$ cat src/rtl/gpio_mulcnt_acc.sv
// rtl/gpio_mulcnt_acc.sv - bus-mapped iterative shift-add multiplier with stepped popcount
`timescale 1ns/1ps
module gpio_mulcnt_acc #(
   parameter int          OP_W    = 24,
   parameter int          DATA_W  = 32,
   parameter int          PC_STEP = 8,
   parameter int          CNT_W   = 16,
   parameter logic [15:0] BASE    = 16'h0380
) (
   input  logic              clk,
   input  logic              n_reset,
   input  logic [15:0]       saddress,
   input  logic              srd,
   input  logic              swr,
   input  logic [DATA_W-1:0] sdata_in,
   output logic [DATA_W-1:0] sdata_out,
   input  logic [DATA_W-1:0] gpio_in,
   input  logic              gpio_latch,
   output logic [DATA_W-1:0] gpio_out,
   output logic [DATA_W-1:0] gpio_in_s_insp
);
   localparam int P_W  = 2 * OP_W;
   localparam int N_SL = DATA_W / PC_STEP;
   localparam int MC_W = $clog2(OP_W + 1);
   localparam int SC_W = $clog2(N_SL + 1);

   typedef enum logic [1:0] {S_IDLE, S_MULT, S_COUNT, S_DONE} state_t;

   state_t            state_q, state_d;
   logic [2:0]        rd_sy, wr_sy, lt_sy;
   logic              rd_edge, wr_edge, lt_edge;
   logic              hit_a1, hit_a2, hit_w, hit_l, hit_ctrl, hit_whi;
   logic              start;
   logic [OP_W-1:0]   a1_q, a2_q, mplier;
   logic [P_W-1:0]    mcand, acc, acc_nxt;
   logic [DATA_W-1:0] w_q, whi_q, l_q, pc_sh, slice_pop, rd_val;
   logic [MC_W-1:0]   mul_cnt;
   logic [SC_W-1:0]   sl_cnt;
   logic              err, busy, ready, valid;
   logic [CNT_W-1:0]  op_count;
   logic              unused_sdata;

   // Third flop of each chain holds the previous synced value for edge detection.
   assign rd_edge = rd_sy[1] & ~rd_sy[2];
   assign wr_edge = wr_sy[1] & ~wr_sy[2];
   assign lt_edge = lt_sy[1] & ~lt_sy[2];

   assign hit_a1   = (saddress == BASE);
   assign hit_a2   = (saddress == BASE + 16'h0008);
   assign hit_w    = (saddress == BASE + 16'h0010);
   assign hit_l    = (saddress == BASE + 16'h0018);
   assign hit_ctrl = (saddress == BASE + 16'h0020);
   assign hit_whi  = (saddress == BASE + 16'h0028);

   assign start        = wr_edge & hit_ctrl;
   assign acc_nxt      = mplier[0] ? (acc + mcand) : acc;
   assign gpio_out     = DATA_W'(op_count);
   assign unused_sdata = ^sdata_in;

   always_comb begin
      slice_pop = '0;
      for (int i = 0; i < PC_STEP; i++) begin
         slice_pop = slice_pop + DATA_W'(pc_sh[i]);
      end
   end

   always_comb begin
      rd_val = '0;
      if (hit_w)         rd_val = w_q;
      else if (hit_whi)  rd_val = whi_q;
      else if (hit_l)    rd_val = l_q;
      else if (hit_ctrl) rd_val = DATA_W'({err, busy, ready, valid});
   end

   always_comb begin
      state_d = state_q;
      case (state_q)
         S_IDLE:  if (start) state_d = S_MULT;
         S_MULT:  if (mul_cnt == MC_W'(OP_W - 1)) state_d = S_COUNT;
         S_COUNT: if (sl_cnt == SC_W'(N_SL - 1)) state_d = S_DONE;
         S_DONE:  state_d = S_IDLE;
         default: state_d = S_IDLE;
      endcase
   end

   always_ff @(posedge clk or negedge n_reset) begin
      if (!n_reset) state_q <= S_IDLE;
      else          state_q <= state_d;
   end

   always_ff @(posedge clk or negedge n_reset) begin
      if (!n_reset) begin
         rd_sy          <= '0;
         wr_sy          <= '0;
         lt_sy          <= '0;
         sdata_out      <= '0;
         gpio_in_s_insp <= '0;
         a1_q           <= '0;
         a2_q           <= '0;
         mcand          <= '0;
         mplier         <= '0;
         acc            <= '0;
         w_q            <= '0;
         whi_q          <= '0;
         l_q            <= '0;
         pc_sh          <= '0;
         mul_cnt        <= '0;
         sl_cnt         <= '0;
         err            <= 1'b0;
         busy           <= 1'b0;
         ready          <= 1'b1;
         valid          <= 1'b1;
         op_count       <= '0;
      end else begin
         rd_sy <= {rd_sy[1:0], srd};
         wr_sy <= {wr_sy[1:0], swr};
         lt_sy <= {lt_sy[1:0], gpio_latch};

         if (lt_edge) gpio_in_s_insp <= gpio_in;
         if (rd_edge) sdata_out <= rd_val;

         if (wr_edge && !busy) begin
            if (hit_a1) a1_q <= OP_W'(sdata_in);
            if (hit_a2) a2_q <= OP_W'(sdata_in);
         end

         // A start that arrives while an operation is in flight only raises err.
         if (start && busy) err <= 1'b1;

         case (state_q)
            S_IDLE: begin
               if (start) begin
                  busy    <= 1'b1;
                  ready   <= 1'b0;
                  err     <= 1'b0;
                  acc     <= '0;
                  l_q     <= '0;
                  mcand   <= P_W'(a1_q);
                  mplier  <= a2_q;
                  mul_cnt <= '0;
               end
            end
            S_MULT: begin
               acc     <= acc_nxt;
               mcand   <= mcand << 1;
               mplier  <= mplier >> 1;
               mul_cnt <= mul_cnt + 1'b1;
               if (mul_cnt == MC_W'(OP_W - 1)) begin
                  w_q    <= acc_nxt[DATA_W-1:0];
                  whi_q  <= DATA_W'(acc_nxt >> DATA_W);
                  valid  <= (DATA_W'(acc_nxt >> DATA_W) == '0);
                  pc_sh  <= acc_nxt[DATA_W-1:0];
                  sl_cnt <= '0;
               end
            end
            S_COUNT: begin
               l_q    <= l_q + slice_pop;
               pc_sh  <= pc_sh >> PC_STEP;
               sl_cnt <= sl_cnt + 1'b1;
            end
            S_DONE: begin
               busy     <= 1'b0;
               ready    <= 1'b1;
               op_count <= op_count + 1'b1;
            end
            default: ;
         endcase
      end
   end

endmodule

$ cat config.mk
export PLATFORM = sky130hd
export DESIGN_NAME = gpio_mulcnt_acc
export DESIGN_NICKNAME = d
export VERILOG_FILES = /design/src/rtl/gpio_mulcnt_acc.sv
export SDC_FILE = /design/constraint.sdc
export NUM_CORES = 1
export LEC_CHECK = 0
export BUFFER_PORTS_ARGS = -buffer_cell sky130_fd_sc_hd__buf_2
export CAP_MARGIN = 20
export CORE_UTILIZATION = 30
export DETAILED_ROUTE_END_ITERATION = 6
export PLACE_DENSITY = 0.57
export SYNTH_ARGS = -nofsm -noshare
export SYNTH_HDL_FRONTEND = slang
export SYNTH_SLANG_ARGS = --single-unit
$ cat constraint.sdc
create_clock -name clk -period 6.29 [get_ports clk]
set_input_delay 0.3145 -clock clk [delete_from_list [all_inputs] [get_ports clk]]
set_output_delay 0.3145 -clock clk [all_outputs]
set_load 0.03 [all_outputs]
Word-level counts from Yosys, hierarchy flattened
Cells that the tools add are included.
Cells by class
  $add $sub $neg: 12
  multipliers: 0
  divide/modulo/power cells: 0
  magnitude comparators: 0
  equal/unequal tests: 14
  shift-type cells: 0
  muxes and demuxes: 30
  bitwise operators: 7
  reductions and logical operators: 17
Operators by type and width (count)
  one-hot mux 48 bit (2 select lines): 2
  two-way mux 32 bit: 5
  two-way mux 48 bit: 3
  one-hot mux 32 bit (2 select lines): 2
  equality test 16 x 10 -> 1 bit, second input constant: 6
  adder 48 bit: 1
  one-hot mux 24 bit (2 select lines): 1
  adder 32 x 8 -> 32 bit: 1
  logical NOT 32 bit: 1
  two-way mux 24 bit: 1
  adder 16 x 1 -> 16 bit, second input constant: 1
  AND reduction 2 bit: 7
  one-hot mux 5 bit (2 select lines): 1
  adder 7 x 1 -> 8 bit: 1
  one-hot mux 2 bit (4 select lines): 1
  nonzero test 2 bit: 4
  adder 6 x 1 -> 7 bit: 1
  adder 5 x 1 -> 6 bit: 1
  two-way mux 2 bit: 3
  != test 2 bit, second input constant: 3
  one-hot mux 3 bit (2 select lines): 1
  adder 4 x 1 -> 5 bit: 1
  adder 5 x 1 -> 5 bit, second input constant: 1
  equality test 5 bit, second input constant: 1
  other kinds (18): 30
Storage, ports and cells
  register bits: 383
  bits in latches: 0
  bits in writable memories: 0
  memory bits (read-only): 0
  bits of input ports: 85
  output and inout bits: 96
  memories kept: 0

Depth between registers and ports, before layout
  depth after elaboration: 9
  mapped depth: 16

Worst setup path before layout
No wires, ideal clock.
  path kind: reg2reg
  from: reg l_q[0]
  to: reg l_q[26]
  setup time: 132 ps
  arrival: 3810 ps
  required time: 6158 ps
  setup slack: 2349 ps
  stages on the path, launching flop included: 17
  path buffers: 0
  period minus slack after synthesis: 3941 ps
  cell sequence: dfrtp_1 fa_1 inv_1 fa_1 fa_1 fa_1 inv_1 fa_1 a21o_1 a21oi_1 nor3_1 and3_1 nand3_1 nor2_1 nand3_1 xor2_1 nor2_1
Between the ends
  longest elaborated chain between the ends: 2
RTL lines
  from (decl): RTL line 36  | logic [DATA_W-1:0] w_q, whi_q, l_q, pc_sh, slice_pop, rd_val;
  from (signal assigned): RTL line 157  | l_q <= l_q + slice_pop;
  adder 32 x 8 -> 32 bit: RTL line 157
  one-hot mux 32 bit (2 select lines): RTL line 130  | case (state_q)
Every way passes these cells.
A chain may end at the register's enable or synchronous reset.

Worst setup path after layout
Same ends and word-level chain as after synthesis.

==> reports/qor.yml <==
status: "completed"
met2_usage_pct: 25.1
ctsHtreeMaxLevel: 2
area_growth_pct: 18.7
synthFlopType: "dfrtp_1"
busiest_layer: "met2"
maxSlewViolCount: 0
numCtsBuffers: 43
met3_usage_pct: 2.41
root_buffer: "clkbuf_16"
routed_wl_um: 53100
dieArea_um2: 66300
crit_type: "reg -> reg"
drtPass1Iterations: 6
ys_seq_elements: 383
grt-ovfl-total: 0
port_buffers: 156
yosysTopAreaCellShare_pct: 48.7
clkSinkCount: 383
arrival_ns: 5.02
peakVddDrop_v: 0.000224
end_kind: "register"
antenna_found_initial: 2
p_seq_share_pct: 30.4
slowest_stage: "fa_1"
final.setup.tns_ns: 0
startpoint_type: "register"
power_density_nw_per_um2: 442
p_switching_w: 0.00433
num_vias: 15418
synth_common_cells: "dfrtp_1 (381), nand2_1 (207), o21ai_0 (168)"
finClkSkew_ns: 0.0193
grt_util_all_layers_pct: 16.0
drive_gt1_share_pct: 18.8
grt_use_met1_pct: 22.8
ys_seq_area_share_pct: 49.0
netlist_area_um2: 19600
die_w_um: 257
ctsResizeCount: 0
cpPeakStageDelay_ns: 0.55
first_global_vias: 15371
insertion_delay_ns: 0.58
die_y_um: 257
clock_power_share_pct: 26.1
antenna_left: 0
final_core_util_pct: 36.0
finalCritPeriodShare_pct: 72.6
leakagePower_nw: 10.6
intPower_w: 0.00592
hold_path.class: "in -> reg"
hold_viol: 0
synth-edff-count: 0
syn_area_per_cell_um2: 10.2
relSlewSlack_pct: 29.6
n_fill_cell: 6457
grt_max_degree: 104
synth_most_common_cell: "dfrtp_1"
grt_pass1_wl_um: 85600
tritoncts: "done"
pin_count: 181
gp_congestion: 0.927
fin_crit_ns: 4.57
post_cts_buffers: 0
cp_max_fo: 4
place_area_um2: 21100
fmax_ghz: 0.219
syn_inst: 1922
setup_viol: 0
drcViolationCount: 0
clockBufferDepth: 3
path_clk_slew_ns: 0.06
synth_warnings: 0
max-cap-violations: 0
switching_share_pct: 42.3
synthArstFlopShare_pct: 100
multiInputGateArea_um2: 9280
via_per_inst: 5.18
finalNetCount: 2242
wl_per_cell_um: 17.8
ys_types: 93
drtIter0Drc: 1065
p_comb_share_pct: 43.5
synth_largest_area_cell: "dfrtp_1"
worst_pin_slew_ns: 1.05
synthTopCellsByArea: "dfrtp_1 (49%), mux2_2 (4.9%), o21ai_0 (4.3%)"
num_antenna_cells: 0
num_rows: 93
cts_hold_buf: 58
core_um2: 64500
crit_required_ns: 6.74
final_design_area_no_fill_um2: 23200
rsz0062_at_grt: "false"
regArea_um2: 9590
cp_cell_sequence: "fa_1 > inv_1 > fa_1 > fa_1 > fa_1 > inv_1 > fa_1 > a21o_1 > a21oi_1 > nor3_1 > and3_1 > nand3_1 > nor2_1 > nand3_1 > xor2_1 > nor2_1"
start_util_pct: 30.4
hpwl_um: 37800
cp_common_cell: "fa_1"
[power by group through the flow]
stage | Sequential (W) | Combinational (W) | Clock [W]
final | 0.00312 | 0.00446 | 0.00267
after global routing | 0.00317 | 0.00490 | 0.00284
after CTS | 0.00312 | 0.00442 | 0.00275
after detailed placement | 0.00316 | 0.00437 | 0
after global placement | 0.00315 | 0.00431 | 0
after floorplan | 0.00317 | 0.00294 | 0
[path summary, 6_finish.rpt]
check / from / endpoint / slack, ns / depth (start not counted)
worst max-delay path: l_q[0]$_DFFE_PN0P_ / l_q[26]$_DFFE_PN0P_ / 1.72 / 16
worst min-delay path: sdata_in[23] / a1_q[23]$_DFFE_PN0P_ / 0.03 / 2
worst min register to register: wr_sy[0]$_DFF_PN0_ / wr_sy[1]$_DFF_PN0_ / 0.35 / 0
min in group asynchronous: n_reset / gpio_in_s_insp[13]$_DFFE_PN0P_ / 0.36 / 2
worst max register to register: l_q[0]$_DFFE_PN0P_ / l_q[26]$_DFFE_PN0P_ / 1.72 / 16
max in group asynchronous: n_reset / acc[19]$_DFFE_PN0P_ / 4.50 / 3
[cell families after synthesis]
kind of cell             share of synthesized area, %
adder cells (fa/ha/maj)                          4.58
flip-flops                                       49.0
AO/OA/AOI/OAI                                    20.3
buffers and inverters                            4.15
AND/OR/NAND/NOR                                  12.0
other                                          0.0192
XOR/XNOR                                         3.54
multiplexers                                     6.43
[metal layers]
metal  routed length (um)  vias up
met4                 1090        0
met2                23700      373
met5                    0        -
met3                 2750       73
li1                     -     7339
met1                25600     7633
[placed cells by master, fill, tap and decap left out, types with 15 or more instances in the layout]
master / n
a22o_1: 40
clkbuf_16: 45
nor2_1: 116
nor3_1: 17
buf_2: 155
xnor2_1: 33
nand2_1: 206
a22oi_1: 18
a211oi_1: 29
dfrtp_1: 380
xor2_1: 46
a21o_1: 38
nand3_1: 32
a21oi_1: 118
conb_1: 16
o21ai_0: 168
nand4_1: 32
dlygate4sd3_1: 58
ha_1: 61
buf_4: 25
and3_1: 15
mux2i_1: 30
inv_1: 35
mux2_2: 85
o22ai_1: 94
[layout make-up]
cell class,instances,area share (%)
Sequential cell,383,41.3
Multi-Input combinational cell,1383,39.9
Timing Repair Buffer,242,7.07
Clock inverter,16,0.991
Tap cell,855,4.60
Clock buffer,62,5.55
Inverter,36,0.582
[worst max-delay path, delay by kind of cell, from the launching register on]
kind	cells	cell delay, ns
xor+xnor	1	0.17
fa+ha+maj	5	2.14
simple gates	6	1.34
flops	1	0.42
compound gates	2	0.22
buf+inv	2	0.13
[through the flow]
| stage | setup slack (ns) | instances | power, W | hold WS, ns |
|---|---|---|---|---|
| floorplan | 2.35 | 1937 | 0.00610 | 0.0189 |
| global placement | 1.81 | 2837 | 0.00746 | 0.339 |
| detailed placement | 1.71 | 2839 | 0.00753 | 0.337 |
| CTS | 1.71 | 2975 | 0.0103 | 0.00273 |
| global route | 1.46 | 2977 | 0.0109 | 0.0113 |
| finish | 1.72 | 2977 | 0.0103 | 0.0313 |
[registers in the layout (all words and copies together) (netlist names)]
register,flops
acc,48
mcand,48
gpio_in_s_insp,32
l_q,32
pc_sh,32
sdata_out,32
w_q,32
a1_q,24
a2_q,24
mplier,24
op_count,16
whi_q,16
mul_cnt,5
lt_sy,3
rd_sy,3
sl_cnt,3
wr_sy,3
state_q,2
busy,1
err,1
ready,1
valid,1
Power figures use the tool's default switching activity.
